<file path="config.mk">
export PLATFORM = sky130hd
export DESIGN_NAME = prime_power_sequencer
export DESIGN_NICKNAME = d
export VERILOG_FILES = /design/src/rtl/pollard_pkg.sv /design/src/rtl/prime_rom.sv /design/src/rtl/prime_power_sequencer.sv
export SDC_FILE = /design/constraint.sdc
export NUM_CORES = 1
export LEC_CHECK = 0
export BUFFER_PORTS_ARGS = -buffer_cell sky130_fd_sc_hd__buf_2
export CAP_MARGIN = 20
export CORE_ASPECT_RATIO = 0.9
export CORE_MARGIN = 2
export CORE_UTILIZATION = 60
export DETAILED_ROUTE_END_ITERATION = 8
export GPL_TIMING_DRIVEN = 1
export MAX_ROUTING_LAYER = met4
export PLACE_DENSITY = 0.84
export SYNTH_ARGS = -nofsm -noshare
export SYNTH_HDL_FRONTEND = slang
export SYNTH_HIERARCHICAL = 1
export SYNTH_SLANG_ARGS = --single-unit
</file>
<file path="constraint.sdc">
create_clock -name clk -period 10.1 [get_ports clk]
set_input_delay 0.505 -clock clk [delete_from_list [all_inputs] [get_ports clk]]
set_output_delay 0.505 -clock clk [all_outputs]
set_load 0.01 [all_outputs]
</file>
<file path="src/rtl/pollard_pkg.sv">
// Shared constants, widths and state encoding for the Pollard p-1 stage-1 prime sequencer.
package pollard_pkg;

    localparam int NUM_PRIMES = 54;
    localparam int BASE_W     = 9;
    localparam int EXP_W      = 8;
    localparam int BOUND_W    = 8;

    // Every prime below 256, ascending.
    localparam logic [7:0] PRIME_TABLE [NUM_PRIMES] = '{
        8'd2,   8'd3,   8'd5,   8'd7,   8'd11,  8'd13,  8'd17,  8'd19,  8'd23,  8'd29,
        8'd31,  8'd37,  8'd41,  8'd43,  8'd47,  8'd53,  8'd59,  8'd61,  8'd67,  8'd71,
        8'd73,  8'd79,  8'd83,  8'd89,  8'd97,  8'd101, 8'd103, 8'd107, 8'd109, 8'd113,
        8'd127, 8'd131, 8'd137, 8'd139, 8'd149, 8'd151, 8'd157, 8'd163, 8'd167, 8'd173,
        8'd179, 8'd181, 8'd191, 8'd193, 8'd197, 8'd199, 8'd211, 8'd223, 8'd227, 8'd229,
        8'd233, 8'd239, 8'd241, 8'd251
    };

    typedef enum logic [2:0] {
        IDLE,
        CLEAR,
        RUN,
        EMIT,
        DONE
    } state_t;

endpackage

</file>
<file path="src/rtl/prime_rom.sv">
// Combinational prime lookup: the prime at idx, the one after it, and whether idx is the last entry.
module prime_rom
    import pollard_pkg::*;
#(
    parameter int IDX_W = 6
) (
    input  logic [IDX_W-1:0] idx,
    output logic [7:0]       prime,
    output logic [7:0]       next_prime,
    output logic             is_final
);

    localparam int DEPTH = 2 ** IDX_W;

    logic [7:0]       rom [DEPTH];
    logic [IDX_W-1:0] idx_next;

    // Unused slots read as 255 so a stray next-prime compare never looks smaller than the bound.
    genvar gi;
    generate
        for (gi = 0; gi < DEPTH; gi++) begin : g_rom
            if (gi < NUM_PRIMES) begin : g_used
                assign rom[gi] = PRIME_TABLE[gi];
            end else begin : g_pad
                assign rom[gi] = 8'hFF;
            end
        end
    endgenerate

    assign idx_next   = idx + IDX_W'(1);
    assign prime      = rom[idx];
    assign next_prime = rom[idx_next];
    assign is_final   = (idx == IDX_W'(NUM_PRIMES - 1));

endmodule

</file>
<file path="src/rtl/prime_power_sequencer.sv">
// Walks every prime p <= B through exponent_finder and streams the resulting (p, e) pairs,
// aborting with a sticky error if the finder stalls past the watchdog limit.
module prime_power_sequencer
    import pollard_pkg::*;
#(
    parameter int MAX_WAIT = 12,
    parameter int IDX_W    = 6
) (
    input  logic               clk,
    input  logic               rst,
    input  logic               start,
    input  logic [BOUND_W-1:0] boundary,
    output logic               busy,
    output logic               done,
    output logic               error,
    output logic [IDX_W-1:0]   pair_count,
    output logic               ef_enable,
    output logic [BASE_W-1:0]  ef_base,
    output logic [BOUND_W-1:0] ef_boundary,
    input  logic [EXP_W-1:0]   ef_exponent,
    input  logic               ef_ready,
    output logic               pp_valid,
    input  logic               pp_ready,
    output logic [BASE_W-1:0]  pp_base,
    output logic [EXP_W-1:0]   pp_exponent,
    output logic               pp_last
);

    localparam int WDOG_W = (MAX_WAIT > 1) ? $clog2(MAX_WAIT) : 1;

    state_t             state_reg, state_next;
    logic [IDX_W-1:0]   idx_reg;
    logic [BOUND_W-1:0] b_lat_reg;
    logic [IDX_W-1:0]   pair_count_reg;
    logic [BASE_W-1:0]  ef_base_reg;
    logic [BASE_W-1:0]  pp_base_reg;
    logic [EXP_W-1:0]   pp_exponent_reg;
    logic               error_reg;
    logic [WDOG_W-1:0]  wdog_reg;

    logic [7:0]         prime_cur;
    logic [7:0]         prime_next;
    logic               idx_final;
    logic               last_pair;
    logic               wdog_expired;

    prime_rom #(
        .IDX_W (IDX_W)
    ) u_rom (
        .idx        (idx_reg),
        .prime      (prime_cur),
        .next_prime (prime_next),
        .is_final   (idx_final)
    );

    assign last_pair    = idx_final || (prime_next > b_lat_reg);
    assign wdog_expired = (wdog_reg == WDOG_W'(MAX_WAIT - 1));

    always_ff @(posedge clk or posedge rst) begin
        if (rst) begin
            state_reg <= IDLE;
        end else begin
            state_reg <= state_next;
        end
    end

    always_comb begin
        state_next = state_reg;
        case (state_reg)
            IDLE: begin
                if (start) begin
                    state_next = (boundary < BOUND_W'(2)) ? DONE : CLEAR;
                end
            end
            CLEAR: state_next = RUN;
            RUN: begin
                if (ef_ready) begin
                    state_next = EMIT;
                end else if (wdog_expired) begin
                    state_next = IDLE;
                end
            end
            EMIT: begin
                if (pp_ready) begin
                    state_next = last_pair ? DONE : CLEAR;
                end
            end
            DONE:    state_next = IDLE;
            default: state_next = IDLE;
        endcase
    end

    always_comb begin
        busy      = (state_reg != IDLE);
        done      = (state_reg == DONE);
        ef_enable = (state_reg == RUN);
        pp_valid  = (state_reg == EMIT);
        pp_last   = (state_reg == EMIT) && last_pair;
    end

    // ef_base is loaded on the way into CLEAR so the finder sees the new prime for the whole clear cycle.
    always_ff @(posedge clk or posedge rst) begin
        if (rst) begin
            idx_reg         <= '0;
            b_lat_reg       <= '0;
            pair_count_reg  <= '0;
            ef_base_reg     <= '0;
            pp_base_reg     <= '0;
            pp_exponent_reg <= '0;
            error_reg       <= 1'b0;
            wdog_reg        <= '0;
        end else begin
            case (state_reg)
                IDLE: begin
                    if (start) begin
                        b_lat_reg      <= boundary;
                        idx_reg        <= '0;
                        pair_count_reg <= '0;
                        error_reg      <= 1'b0;
                        if (boundary >= BOUND_W'(2)) begin
                            ef_base_reg <= {1'b0, PRIME_TABLE[0]};
                        end
                    end
                end
                CLEAR: begin
                    wdog_reg <= '0;
                end
                RUN: begin
                    wdog_reg <= wdog_reg + WDOG_W'(1);
                    if (ef_ready) begin
                        pp_base_reg     <= {1'b0, prime_cur};
                        pp_exponent_reg <= ef_exponent;
                    end else if (wdog_expired) begin
                        error_reg <= 1'b1;
                    end
                end
                EMIT: begin
                    if (pp_ready) begin
                        pair_count_reg <= pair_count_reg + IDX_W'(1);
                        if (!last_pair) begin
                            idx_reg     <= idx_reg + IDX_W'(1);
                            ef_base_reg <= {1'b0, prime_next};
                        end
                    end
                end
                default: ;
            endcase
        end
    end

    assign error       = error_reg;
    assign pair_count  = pair_count_reg;
    assign ef_base     = ef_base_reg;
    assign ef_boundary = b_lat_reg;
    assign pp_base     = pp_base_reg;
    assign pp_exponent = pp_exponent_reg;

endmodule
</file>
==> metrics.md <==
| Metric | Value |
|---|---|
| Design Area, Final | between 4000 and 5000 um2 |
| CP arrival | 4.74 ns |
| Die H | ~81 um |
| CP Capture Type | primary output |
| Setup TNS | 0 ns |
| EDFF count, synth | 0 |
| Die ar. | 7300 um2 |
| Most instantiated library cell after synthesis | dfrtp_1 |
| Initial antenna violation count | 0 |
| Drt drc | 0 |
| Critical path required time | around 9.6 ns |
| Floorplan core area | 6480 um2 |
| Gr usage total | 0.272 |
| DP Area | approximately 4300 um2 |
| Final Setup Violations | 0 |
| Worst rel slew slack | 0.294 |
| Pin count of the biggest net entering global routing | 53 |
| Crit path launch type | flop |
| Hold WC Path Type | in -> async |
| Hold buffers post-CTS | 0 |
| CP max stage delay | 0.84 ns |
| Clk sink count | 52 |
| Syn Inst Count | 453 |
| Critical path's most frequent cell | ha_1 |
| Status | finished clean |
| Final Hold Fails | 0 |
| Max Cap Viol | 0 |
| Grt ovf | 0 |
| Top cells by count, synth | dfrtp_1, nand2_1, o21ai_0 |
| Sequential share of the synthesized area | 0.327 |
| Warnings from Yosys | 6 |
| VDD IR max | 156 uV |
| Initial DRC count | 225 |
| Port buffer count | 64 |
| Post-CTS sizing | 0 |
| First-pass GRT wire length | 15.8 mm |
| WL/cell | 16.4 um |
| Antenna-violating nets left | 0 |
| Fraction of layout cells with a size suffix above 1 | 0.223 |
| Detailed placement HPWL | 6.76 mm |
| DR vias | 3606 |
| I/O Pins | 67 |
| Worst-Skew Late Latency | 0.31 ns |
| CTS tree | built |
| Slowest CP cell | dfrtp_1 |
| Area Overhead vs Synth | 10.6% |
| Max Root-Sink Buffers | 2 |
| Antenna fix cells | 0 |
| Vias in the first global route | 3220 |
| Slew Limit Fails | 0 |
| Routability congestion estimate | ~0.94 |
| Main flop type after synthesis | dfrtp_1 |
| Placement Setup Slack | 5.23 ns |
| Ys async rst share | 1.00 |
| Clock Tree Root | clkbuf_8 |
| Total Wirelength | 9.61 mm |
| Area contributors post-synth | dfrtp_1, ha_1, mux2_2 |
| Nets | 546 |
| Yosys cell types | 73 |
| Leakage | approximately 0.0021 uW |
| Worst Slack Setup Final | approximately 4.9 ns |
| RSZ-0062 raised after global routing | no |
| Row count | 28 |
| Clk pin slew, worst setup/hold paths | 0.10 ns |
| H-tree levels | 2 |
| Fmax | about 190 MHz |
| Vias per cell | 6.14 |
| Final core occ | 0.679 |
| FF/Latch Area | 1300 um2 |
| CTS Buf Count | 5 |
| Synth top area share | 0.327 |
| PD cells | 229 nW/um2 |
| Die W | about 90 um |
| 1st-pass router iterations | 5 |
| Crit-path cells | ha_1 -> inv_1 -> ha_1 -> o21ai_0 -> o21ai_0 -> nand2_1 -> a311oi_1 -> a21o_1 -> ha_1 -> nor2b_1 -> o211ai_1 -> a21oi_1 -> o31a_2 -> nand2_1 -> inv_1 -> buf_2 |
| Avg Inst Size Synth | 8.79 um2 |
| Multi-input gate area | 2440 um2 |
| Tmin final | about 5.2 ns |
| Synthesized flop and latch total | 52 |
| Kind of critical path | reg -> out |
| Area leader, netlist | dfrtp_1 |
| Crit Path Max Fanout | 27 |
| Synth Cell Area | 3980 um2 |
| Initial Util | 0.614 |
| Post-CTS Setup Bufs | 0 |
| # fillers | 540 |
| Clock skew | 0.00737 ns |
| Final worst path period share | 0.519 |
| Worst slew pin tran | 1.05 ns |
where the power goes:
| group | total [uW] | switching [uW] | internal, uW | leakage (uW) |
|---|---|---|---|---|
| registers | 343 | 72.6 | 270 | 0.000672 |
| logic | 525 | 307 | 219 | 0.00134 |
| clock network | 141 | 67.7 | 73.6 | 0.0000552 |
kinds of logic after synthesis:
group	count (synthesis)	share of synthesized area
AND/OR/NAND/NOR	148	0.192
flip-flops	52	0.327
XOR/XNOR	10	0.0239
AO/OA/AOI/OAI	129	0.219
adder cells (fa/ha/maj)	29	0.0912
buffers and inverters	55	0.0610
multiplexers	29	0.0846
other	1	0.000942
layout make-up:
type | count | share of cell area
clock inverter | 2 | 0.00796
tap | 90 | 0.0256
multi-input combinational | 347 | 0.554
inverter | 23 | 0.0196
timing repair buffer | 67 | 0.0807
sequential | 52 | 0.296
clock buffer | 6 | 0.0165
routing by layer:
metal	track usage	routed length (um)
met1	0.376	4370
met2	0.425	4520
met3	0.0436	606
met4	0.0662	119
met5	-	0
cell usage in the layout, fill, tap and decap left out, types with 13 or more instances in the layout:
cell type  count
a211oi_1      15
a21oi_1       27
buf_2         64
dfrtp_1       52
ha_1          29
inv_1         20
mux2_2        16
nand2_1       44
nand3_1       13
nor2_1        30
nor3_1        18
o21ai_0       34
worst paths after layout:
path                                             start                          to  slack (ns)  cells past startpoint
worst max-delay path            idx_reg[0]$_DFFE_PP0P_                     pp_last        4.86                     16
worst min-delay path                               rst      idx_reg[1]$_DFFE_PP0P_        0.15                      2
worst max register to register  idx_reg[0]$_DFFE_PP0P_      idx_reg[0]$_DFFE_PP0P_        5.40                     15
worst min register to register  ef_base[4]$_DFFE_PP0P_      ef_base[4]$_DFFE_PP0P_        0.50                      1
max in group asynchronous                          rst  ef_boundary[1]$_DFFE_PP0P_        9.44                      3
min in group clk                           boundary[0]  ef_boundary[0]$_DFFE_PP0P_        0.41                      3
stage by stage:
step / std cells / hold WS (ns) / power, uW
2_1_floorplan: 454 / 0.443 / 713
3_3_place_gp: 578 / 0.477 / 841
3_5_place_dp: 578 / 0.483 / 857
4_1_cts: 586 / 0.415 / 1000
5_1_grt: 587 / 0.167 / 1090
6_report: 587 / 0.145 / 1010
critical path, delay by kind of cell (launching register included):
kind / cells / cell delay [ns]
AO/OA/AOI/OAI: 7 / 1.50
adder cells (fa/ha/maj): 3 / 1.44
flip-flops: 1 / 0.84
buffers and inverters: 3 / 0.32
AND/OR/NAND/NOR: 3 / 0.31
(Power assumes the default switching activity.)
